## src/rtl/mdu_issue_ctrl.sv

```systemverilog
// Issue controller for the multiply/divide unit in the E stage.
// Grants one MDU-class request per cycle and drives Start/MDUOp to the MDU.
// Tracks the multi-cycle latency and stalls the pipeline while the MDU is busy.
// Also gates HI/LO reads, flags divide-by-zero and counts stall cycles.
module mdu_issue_ctrl #(
  parameter int MULT_CYCLES = 5,
  parameter int DIV_CYCLES  = 10
) (
  input  logic        clk,
  input  logic        reset,
  input  logic        req_valid,
  input  logic [3:0]  req_op,
  input  logic        req_d2_zero,
  input  logic        flush,
  output logic        req_ready,
  output logic        stall,
  output logic        mdu_start,
  output logic [3:0]  mdu_op,
  output logic        rd_valid,
  output logic        rd_sel,
  output logic        busy,
  output logic        div0,
  output logic [31:0] stall_cnt
);

  localparam int MAX_CYCLES = (MULT_CYCLES > DIV_CYCLES) ? MULT_CYCLES : DIV_CYCLES;
  localparam int CNT_W      = ($clog2(MAX_CYCLES + 1) > 4) ? $clog2(MAX_CYCLES + 1) : 4;

  typedef enum logic [0:0] {
    IDLE = 1'b0,
    RUN  = 1'b1
  } state_t;

  state_t           state_q, state_d;
  logic [CNT_W-1:0] cnt_q, cnt_d;
  logic [31:0]      stall_cnt_q;

  logic op_valid, op_long, op_write, op_read, op_div;
  logic live_req, grant;

  // Decode the request class and the grant/stall qualifiers.
  always_comb begin
    op_valid = (req_op >= 4'd1) && (req_op <= 4'd10);
    op_long  = (req_op == 4'd1) || (req_op == 4'd2) || (req_op == 4'd3) ||
               (req_op == 4'd4) || (req_op == 4'd9) || (req_op == 4'd10);
    op_write = (req_op == 4'd7) || (req_op == 4'd8);
    op_read  = (req_op == 4'd5) || (req_op == 4'd6);
    op_div   = (req_op == 4'd3) || (req_op == 4'd4);
    live_req = req_valid && !flush && op_valid;
    grant    = live_req && (state_q == IDLE);
  end

  // State and latency counter; an async reset abandons any op in flight.
  always_ff @(posedge clk or posedge reset) begin
    if (reset) begin
      state_q <= IDLE;
      cnt_q   <= '0;
    end else begin
      state_q <= state_d;
      cnt_q   <= cnt_d;
    end
  end

  // Next-state logic and MDU/pipeline-facing outputs.
  always_comb begin
    state_d   = state_q;
    cnt_d     = cnt_q;
    req_ready = (state_q == IDLE);
    stall     = live_req && (state_q == RUN);
    mdu_start = 1'b0;
    mdu_op    = 4'd0;
    rd_valid  = 1'b0;
    rd_sel    = 1'b0;
    div0      = 1'b0;
    case (state_q)
      IDLE: begin
        if (grant) begin
          if (op_long) begin
            mdu_start = 1'b1;
            mdu_op    = req_op;
            div0      = op_div && req_d2_zero;
            state_d   = RUN;
            cnt_d     = op_div ? CNT_W'(DIV_CYCLES) : CNT_W'(MULT_CYCLES);
          end else if (op_write) begin
            mdu_op = req_op;
          end else if (op_read) begin
            rd_valid = 1'b1;
            rd_sel   = (req_op == 4'd6);
          end
        end
      end
      RUN: begin
        if (cnt_q == CNT_W'(1)) begin
          state_d = IDLE;
          cnt_d   = '0;
        end else begin
          cnt_d = cnt_q - CNT_W'(1);
        end
      end
      default: begin
        state_d = IDLE;
        cnt_d   = '0;
      end
    endcase
    busy = mdu_start || (state_q == RUN);
  end

  // Saturating stall-cycle counter for performance debug.
  always_ff @(posedge clk or posedge reset) begin
    if (reset) begin
      stall_cnt_q <= '0;
    end else if (stall && (stall_cnt_q != 32'hFFFF_FFFF)) begin
      stall_cnt_q <= stall_cnt_q + 32'd1;
    end
  end

  assign stall_cnt = stall_cnt_q;

endmodule

```

## config.mk

```make
export PLATFORM = sky130hd
export DESIGN_NAME = mdu_issue_ctrl
export DESIGN_NICKNAME = d
export VERILOG_FILES = /design/src/rtl/mdu_issue_ctrl.sv
export SDC_FILE = /design/constraint.sdc
export NUM_CORES = 1
export LEC_CHECK = 0
export BUFFER_PORTS_ARGS = -buffer_cell sky130_fd_sc_hd__buf_2
export CAP_MARGIN = 20
export CORE_MARGIN = 3
export CORE_UTILIZATION = 42
export CTS_CLUSTER_SIZE = 14
export DETAILED_ROUTE_END_ITERATION = 6
export PLACE_DENSITY_LB_ADDON = 0.3
export SYNTH_ARGS = -nofsm -noshare
export SYNTH_HDL_FRONTEND = slang
export SYNTH_SLANG_ARGS = --single-unit
```

## constraint.sdc

```tcl
create_clock -name clk -period 2.3 [get_ports clk]
set_clock_uncertainty 0.1 [all_clocks]
set_input_delay 0.46 -clock clk [delete_from_list [all_inputs] [get_ports clk]]
set_output_delay 0.46 -clock clk [all_outputs]
set_load 0.02 [all_outputs]
```

==> flow_summary.ini, run 1 <==
[layout]
drive_gt1_share_pct = 35.4
fin_area_um2 = 2730
diodes = 0
final_common_cell = buf_2
nFillCells = 431
layout_common_cells = buf_2, dfrtp_1, xnor2_1, buf_4, nand4_1
nets = 282
synthToLayoutAreaGrowth_pct = 29.5

[placed_design]
finalWeightedCongestion = 0.771
post-place-ws_ns = 0.0120
port-buffer-count = 51
dp_hpwl_mm = 3.37
dpl-instance-area_um2 = 2550

[grt]
grt_pass1_vias = 1661
overflow = 0
grt_max_degree = 38
grt_pass1_wl_mm = 7.63
gr-usage-all-layers_pct = 15.8
antenna_found_initial = 0

[cts]
clockBufferDepth = 2
cts_hold_buf = 0
clock-root-buffer = clkbuf_8
cts.clk_slew.worst_paths_ns = 0.07
htreeDepth = 2
cts.sinks = 37
worstSkewPairLatency_ns = 0.28
cts_tree = done
cts_buffers = 5

[synth]
synthArstFlopShare_pct = 100
synth_enable_flop_cells = 0
synthesis.nets = 212
yosysUniqueCellTypes = 48
synthCells = 200
synthFlopType = dfrtp_1
netlist_area_um2 = 2110
synth_seq_area_share_pct = 43.9
synth_area_per_cell_um2 = 10.5
synth_seq_cells = 37
yosys_warnings = 0

[routing]
drt_pass1_iterations = 4
ant_nets = 0
initialDrtViolationCount = 124
wl_per_cell_um = 13.5
drc_errors = 0
routed-via-count = 1719
routed_wl_mm = 4.55
viasPerCell = 5.09

[sta]
fmax_mhz = 442
fin_ws_ns = 0.0363
hold_viol_final = 0
finalCritPeriodShare_pct = 98.4
timing.hold.ws_ns = 0.157
period_minus_slack_ns = 2.26
setup_violations = 0
tns_ns = 0
relSlewSlack_pct = 68.5
finalMaxSlewViolations = 0
worst_pin_slew_ns = 0.471

[die]
fp.dieW_um = 76.9
start_util_pct = 44.1
rows = 25
die_h_um = 76.9
die_area_um2 = 5910
ios = 52
core-area_um2 = 4790

[critical_path]
r2r-end = stall_cnt[9]
rr_startpoint = stall_cnt[1]
reg2reg_depth = 6
crit_start = req_op[1]
crit_type = in -> out
cp.arrival_ns = 1.70
worst_setup_path_start_kind = input pin
critPathCaptureType = output pin
crit_end = mdu_op[3]
reg2reg_slack_ns = 0.22
critPathMaxFanout = 4
crit_required_ns = 1.74

[job]
drv_cap = 0

[power]
vdd_drop_max_uv = 554
p_leak_nw = 1.29
p_per_area_nw_per_um2 = 696
power_mw = 1.90

[worst_hold_path]
hold_path_class = in -> async

[run_status]
status = completed
==> critical path: stages <==
cell      delay [ns]
buf_4           0.14
or4_4           0.55
o211ai_1        0.15
nor2_2          0.10
and3_1          0.16
buf_4           0.15
==> what timing repair did <==
action | 4_1_cts | 5_1_grt
buffers inserted | 0 | 1
gates resized for setup | 0 | 18
setup endpoints to repair | 0 | 9
==> state kept, by name, indices dropped and copies added (netlist names) <==
name       cells
stall_cnt     32
state_q        1
cnt_q          4
==> routing by layer <==
metal  wire length, µm  share of wire, %  GRT usage (%)  vias up
met5                 0                 0              0        -
met4                47               1.0           5.62        0
met3               203               4.5           3.76        7
met2              2180                48           25.4       40
met1              2120                47           20.6      804
li1                  -                 -              -      868
==> per-stage QoR <==
step	utilization (%)	std cells
final	57.0	338
after global routing	57.0	338
after CTS	55.7	337
after detailed placement	53.2	329
after global placement	53.2	329
after floorplan	-	200
==> synth_stat cells (all sizes together), types with 4 or more instances <==
library cell / number / area share (%)
a21oi: 4 / 1.1
and3: 7 / 2.1
dfrtp: 37 / 44
inv: 11 / 2.0
nand2: 11 / 2.1
nand3: 16 / 4.0
nand4: 15 / 4.5
nor2: 12 / 2.1
nor3b: 4 / 1.7
o21ai: 4 / 0.95
xnor2: 26 / 11
xor2: 5 / 2.1
==> kinds of logic (layout without fill, tap and decap cells) <==
group | count (synthesis) | in the layout | synth area share, %
mux | 3 | 3 | 1.48
xor+xnor | 31 | 31 | 12.9
flops | 37 | 37 | 43.9
compound gates | 23 | 23 | 11.0
buf+inv | 14 | 85 | 3.03
simple gates | 89 | 89 | 25.9
fa+ha+maj | 3 | 3 | 1.78
==> where the power goes <==
group          switching (mW)  internal [mW]  total (mW)
clock                   0.220          0.353       0.573
combinational           0.294          0.213       0.507
sequential             0.0894          0.729       0.819
==> worst min-delay path by stage <==
stage | from | end | depth (start not counted)
floorplan | cnt_q[0] | cnt_q[0] | 1
CTS | reset | stall_cnt[4] | 3
detailed placement | stall_cnt[31] | stall_cnt[31] | 1
finish | reset | cnt_q[3] | 3
global placement | stall_cnt[10] | stall_cnt[10] | 1
global route | reset | stall_cnt[4] | 3
==> layout make-up <==
type                       instances  area (µm²)  area share, %
clock buffer                       7        86.3           3.16
clock inverter                     1        30.0           1.10
inverter                          11        41.3           1.51
multi-input combinational        149        1180           43.1
sequential                        37         926           33.9
tap                               67        83.8           3.07
timing repair buffer              66         387           14.2
(Power assumes the default switching activity.)
==> run 2, diff against run 1 <==
--- a/config.mk
+++ b/config.mk
@@ -7,6 +7,7 @@
 export LEC_CHECK = 0
 export BUFFER_PORTS_ARGS = -buffer_cell sky130_fd_sc_hd__buf_2
 export CAP_MARGIN = 20
+export CORE_ASPECT_RATIO = 0.6
 export CORE_MARGIN = 3
 export CORE_UTILIZATION = 42
 export CTS_CLUSTER_SIZE = 14
==> run 2 against run 1 <==
Effect of this change:
- cell count did not move
- die area rose by 0.47%
- power fell by 2.5%
- worst setup slack got worse by 0.022 ns
- worst hold slack improved by 0.0027 ns
- maximum frequency fell by 0.94%
- combinational power rose by 6.7%
- clock-buffer cell count did not move
- via count rose by 4.2%
- critical path type unchanged
- critical endpoint unchanged
==> flow_summary.ini, run 2 (same netlist as run 1, synthesis figures left out) <==
[cts]
cts_hold_buf = 0
cts_tree = done
worstSkewPairLatency_ns = 0.29
htreeDepth = 2
cts_buffers = 5
cts.clk_slew.worst_paths_ns = 0.07
cts.sinks = 37
clockBufferDepth = 2
clock-root-buffer = clkbuf_8

[layout]
final_cells = 338
nFillCells = 444
final_common_cell = buf_2
regArea_um2 = 926
fin_area_um2 = 2710
synthToLayoutAreaGrowth_pct = 28.6
multi_input_area_um2 = 1150
largest_reg_flops = 32
drive_gt1_share_pct = 34.5
nets = 286
diodes = 0
layout_common_cells = buf_2, dfrtp_1, xnor2_1, buf_4, nand4_1

[sta]
fmax_mhz = 438
finalCritPeriodShare_pct = 99.4
hold_viol_final = 0
setup_violations = 0
relSlewSlack_pct = 66.0
fin_ws_ns = 0.0148
finalMaxSlewViolations = 0
period_minus_slack_ns = 2.29
worst_pin_slew_ns = 0.508
tns_ns = 0

[power]
vdd_drop_max_uv = 491
p_per_area_nw_per_um2 = 683
p_leak_nw = 1.30
power_mw = 1.85

[critical_path]
critPathMaxFanout = 7
reg2reg_slack_ns = 0.31
worst_setup_path_start_kind = input pin
critPathSlowestCell = or4_4
cp_top_family = simple AND/OR/NAND/NOR gates
crit_required_ns = 1.74
critPathCaptureType = output pin
r2r-end = stall_cnt[26]
reg2reg_depth = 8
cp_common_cell = buf_2
rr_startpoint = stall_cnt[0]
cp.depth = 6
crit_type = in -> out
slowest_delay_ns = 0.53
cp.arrival_ns = 1.73
cp_num_buf_inv = 2
cp_cell_sequence = buf_2, or4_4, o211ai_1, nor2_2, and3_1, buf_2

[worst_hold_path]
hold_path_class = in -> async

[grt]
grt_pass1_vias = 1628
grt_max_degree = 38
gr-usage-all-layers_pct = 17.5
antenna_found_initial = 0
grt_pass1_wl_mm = 8.14
overflow = 0

[placed_design]
dp_hpwl_mm = 3.69
port-buffer-count = 51
finalWeightedCongestion = 0.911
dp.cells = 329
post-place-ws_ns = -0.00544
dpl-instance-area_um2 = 2580

[routing]
drt_pass1_iterations = 4
initialDrtViolationCount = 86
wl_per_cell_um = 14.5
viasPerCell = 5.30
drc_errors = 0
routed_wl_mm = 4.91
routed-via-count = 1792
ant_nets = 0

[job]
drv_cap = 0

[die]
fp.dieW_um = 97.5
ios = 52
core-area_um2 = 4710
rows = 19
die_h_um = 60.9
start_util_pct = 44.8
die_area_um2 = 5930

[run_status]
status = completed
## run 2: final cells by class
cell class	instances	share of cell area (%)
sequential	37	34.1
multi-input combinational	149	42.5
tap	63	2.91
clock inverter	1	0.185
timing repair buffer	70	15.2
clock buffer	7	3.55
inverter	11	1.52
## run 2: worst max path at each step
stage                     startpoint         to
final                      req_op[0]  mdu_op[3]
after global routing       req_op[0]  mdu_op[3]
after CTS                  req_op[1]  mdu_op[2]
after detailed placement   req_op[1]  mdu_op[2]
after global placement     req_op[1]   rd_valid
after floorplan            req_op[1]  mdu_op[3]
## run 2: worst min-delay path, stage by stage
cell,delay [ns]
buf_2,0.09
inv_1,0.04
buf_4,0.40
## run 2: what timing repair did
action	CTS	global route
endpoints found under the hold margin	0	0
setup endpoints to repair	3	7
setup buffers	0	1
pin swaps	1	2
resized for setup	0	5
## run 2: power by group
group | switching, mW | internal (mW) | total [mW]
Combinational | 0.314 | 0.227 | 0.541
Clock | 0.225 | 0.271 | 0.495
Sequential | 0.0860 | 0.729 | 0.815
Total | 0.624 | 1.23 | 1.85
## run 2: per-layer routing
metal | track usage, % | part of all wire, %
met3 | 4.82 | 5.1
met2 | 24.1 | 41
met5 | 0 | 0
met1 | 26.3 | 53
met4 | 5.72 | 1.1
## run 2: per-stage QoR
stage,util (%),hold slack [ns]
after global routing,57.6,0.215
after floorplan,-,0.408
after detailed placement,54.9,0.394
after global placement,54.9,0.383
after CTS,57.1,0.178
final,57.6,0.159
==> run 3, diff against run 2 <==
--- a/config.mk
+++ b/config.mk
@@ -5,6 +5,7 @@
 export SDC_FILE = /design/constraint.sdc
 export NUM_CORES = 1
 export LEC_CHECK = 0
+export ABC_AREA = 1
 export BUFFER_PORTS_ARGS = -buffer_cell sky130_fd_sc_hd__buf_2
 export CAP_MARGIN = 20
 export CORE_ASPECT_RATIO = 0.6
@@ -13,6 +14,7 @@
 export CTS_CLUSTER_SIZE = 14
 export DETAILED_ROUTE_END_ITERATION = 6
 export PLACE_DENSITY_LB_ADDON = 0.3
+export SLEW_MARGIN = 25
 export SYNTH_ARGS = -nofsm -noshare
 export SYNTH_HDL_FRONTEND = slang
 export SYNTH_SLANG_ARGS = --single-unit
==> run 3 against run 2 <==
Effect of this change:
- register-to-register slack worse by 0.10 ns
- worst hold slack gained 0.010 ns
- maximum frequency rose by 4.8%
- clock power up 2%
- area after synthesis is 24% higher
- sequential share of layout area shrank 4.2 points
- sequential cell count unchanged
- cell count increased by 70%
- combinational power shrank 8.7%
- largest cell class unchanged
==> flow_summary.ini, run 3 <==
[run_status]
status = completed

[layout]
diodes = 0
largest_reg_flops = 32
final_core_util_pct = 53.2
multi_input_area_um2 = 1520
final_cells = 575
nets = 506
layout_common_cells = nand2_1, nor2_1, buf_2, dfrtp_1, inv_1
fin_area_um2 = 3090
regArea_um2 = 926
final_common_cell = nand2_1
drive_gt1_share_pct = 15.4
nFillCells = 608
synthToLayoutAreaGrowth_pct = 17.8

[critical_path]
critPathMaxFanout = 7
crit_required_ns = 1.74
crit_type = in -> out
worst_setup_path_start_kind = input pin
cp.arrival_ns = 1.62
critPathCaptureType = output pin
reg2reg_slack_ns = 0.21

[sta]
finalMaxSlewViolations = 0
period_minus_slack_ns = 2.18
fin_ws_ns = 0.120
finalCritPeriodShare_pct = 94.8
setup_violations = 0
relSlewSlack_pct = 65.2
tns_ns = 0
hold_viol_final = 0
fmax_mhz = 459
rsz0062_at_grt = false
worst_pin_slew_ns = 0.522
timing.hold.ws_ns = 0.170

[grt]
overflow = 0
grt_pass1_wl_mm = 11.6
antenna_found_initial = 0
grt_pass1_vias = 2463
grt_max_degree = 38
gr-usage-all-layers_pct = 20.4

[synth]
yosys_warnings = 0
yosysMostFrequentCell = nand2_1
synth_seq_area_share_pct = 35.3
synth_top_cell_by_area = dfrtp_1
synth_enable_flop_cells = 0
yosysTopAreaCellShare_pct = 35.3
synthCells = 436
yosys-top-cells-count = nand2_1, nor2_1, dfrtp_1
yosysUniqueCellTypes = 21
synthFlopType = dfrtp_1
netlist_area_um2 = 2620
synthesis.nets = 448
synth.area.top_cells = dfrtp_1, nand2_1, nor2_1, inv_1, nand3_1
synth_area_per_cell_um2 = 6.01
synth_seq_cells = 37
synthArstFlopShare_pct = 100

[cts]
cts_tree = done
post-cts-setup-buffer-count = 0
cts.clk_slew.worst_paths_ns = 0.08
clock-root-buffer = clkbuf_8
cts_buffers = 5
clockBufferDepth = 2
cts.sinks = 37
cts_hold_buf = 0
htreeDepth = 2
worstSkewPairLatency_ns = 0.29

[die]
die_area_um2 = 7260
start_util_pct = 45.2
core-area_um2 = 5810
fp.dieW_um = 108
rows = 21
die_h_um = 67.2
ios = 52

[placed_design]
dp.cells = 567
dp_hpwl_mm = 5.47
port-buffer-count = 51
finalWeightedCongestion = 0.901
post-place-ws_ns = 0.0760
dpl-instance-area_um2 = 2980

[routing]
routed_wl_mm = 7.03
drc_errors = 0
wl_per_cell_um = 12.2
drt_pass1_iterations = 5
initialDrtViolationCount = 194
viasPerCell = 4.91
ant_nets = 0
routed-via-count = 2825

[power]
p_leak_nw = 1.60
p_per_area_nw_per_um2 = 580
vdd_drop_max_uv = 327
power_mw = 1.79

[job]
drv_cap = 0

[worst_hold_path]
hold_path_class = in -> async
-- run 3: changes by cell type in the layout (fill, tap and decap cells not counted), moves of 3 or more --
cell | before | now
nand2_1 | 10 | 224
nor2_1 | 11 | 62
inv_1 | 11 | 36
xnor2_1 | 26 | 6
nand4_1 | 15 | 2
buf_4 | 19 | 7
o21ai_0 | 1 | 13
nand3_1 | 14 | 23
and3_1 | 7 | 0
and2_1 | 3 | 0
and4_1 | 3 | 0
nand2_2 | 1 | 4
o21ai_1 | 3 | 0
-- run 3: critical path: stages --
cell,delay [ns]
buf_2,0.12
nor2_1,0.21
nand2_1,0.15
o21ai_0,0.21
nand2_2,0.19
nand2_1,0.11
buf_2,0.17
-- run 3: layer usage --
layer  vias up  routed length (µm)  global-route usage, %  share of wire [%]
li1       1435                   -                      -                  -
met1      1275                3570                   32.0                 51
met2       113                2810                   29.1                 40
met3         2                 628                   4.30                8.9
met4         0                  14                   2.52               0.20
met5         -                   0                      0                  0
-- run 3: report_power, final --
group | switching (mW) | internal (mW) | total (mW)
clock | 0.232 | 0.271 | 0.503
sequential | 0.0786 | 0.718 | 0.797
combinational | 0.309 | 0.185 | 0.494
-- run 3: path summary, 6_finish.rpt --
| kind | depth (start not counted) | from | to |
|---|---|---|---|
| worst min-delay path | 3 | reset | stall_cnt[2] |
| max in group asynchronous | 3 | reset | stall_cnt[16] |
| worst max-delay path | 7 | req_op[1] | busy |
| min in group clk | 1 | state_q | state_q |
| worst min register to register | 1 | state_q | state_q |
| worst max register to register | 10 | stall_cnt[1] | stall_cnt[17] |
-- run 3: area by class of cell --
| type | instances | share of cell area (%) |
|---|---|---|
| sequential | 37 | 30.0 |
| tap | 80 | 3.24 |
| timing repair buffer | 58 | 9.96 |
| multi-input combinational | 355 | 49.1 |
| clock inverter | 1 | 0.162 |
| inverter | 37 | 4.49 |
| clock buffer | 7 | 3.12 |
-- run 3: timing repair --
item | in CTS | in global routing
resized for setup | 0 | 2
endpoints found under the hold margin | 0 | 0
endpoints found under the setup margin | 0 | 2
-- run 3: cell families after synthesis --
group,Yosys count,synth area share (%)
buf+inv,44,7.06
compound gates,16,3.05
simple gates,323,48.8
flops,37,35.3
xor+xnor,13,4.34
fa+ha+maj,3,1.43
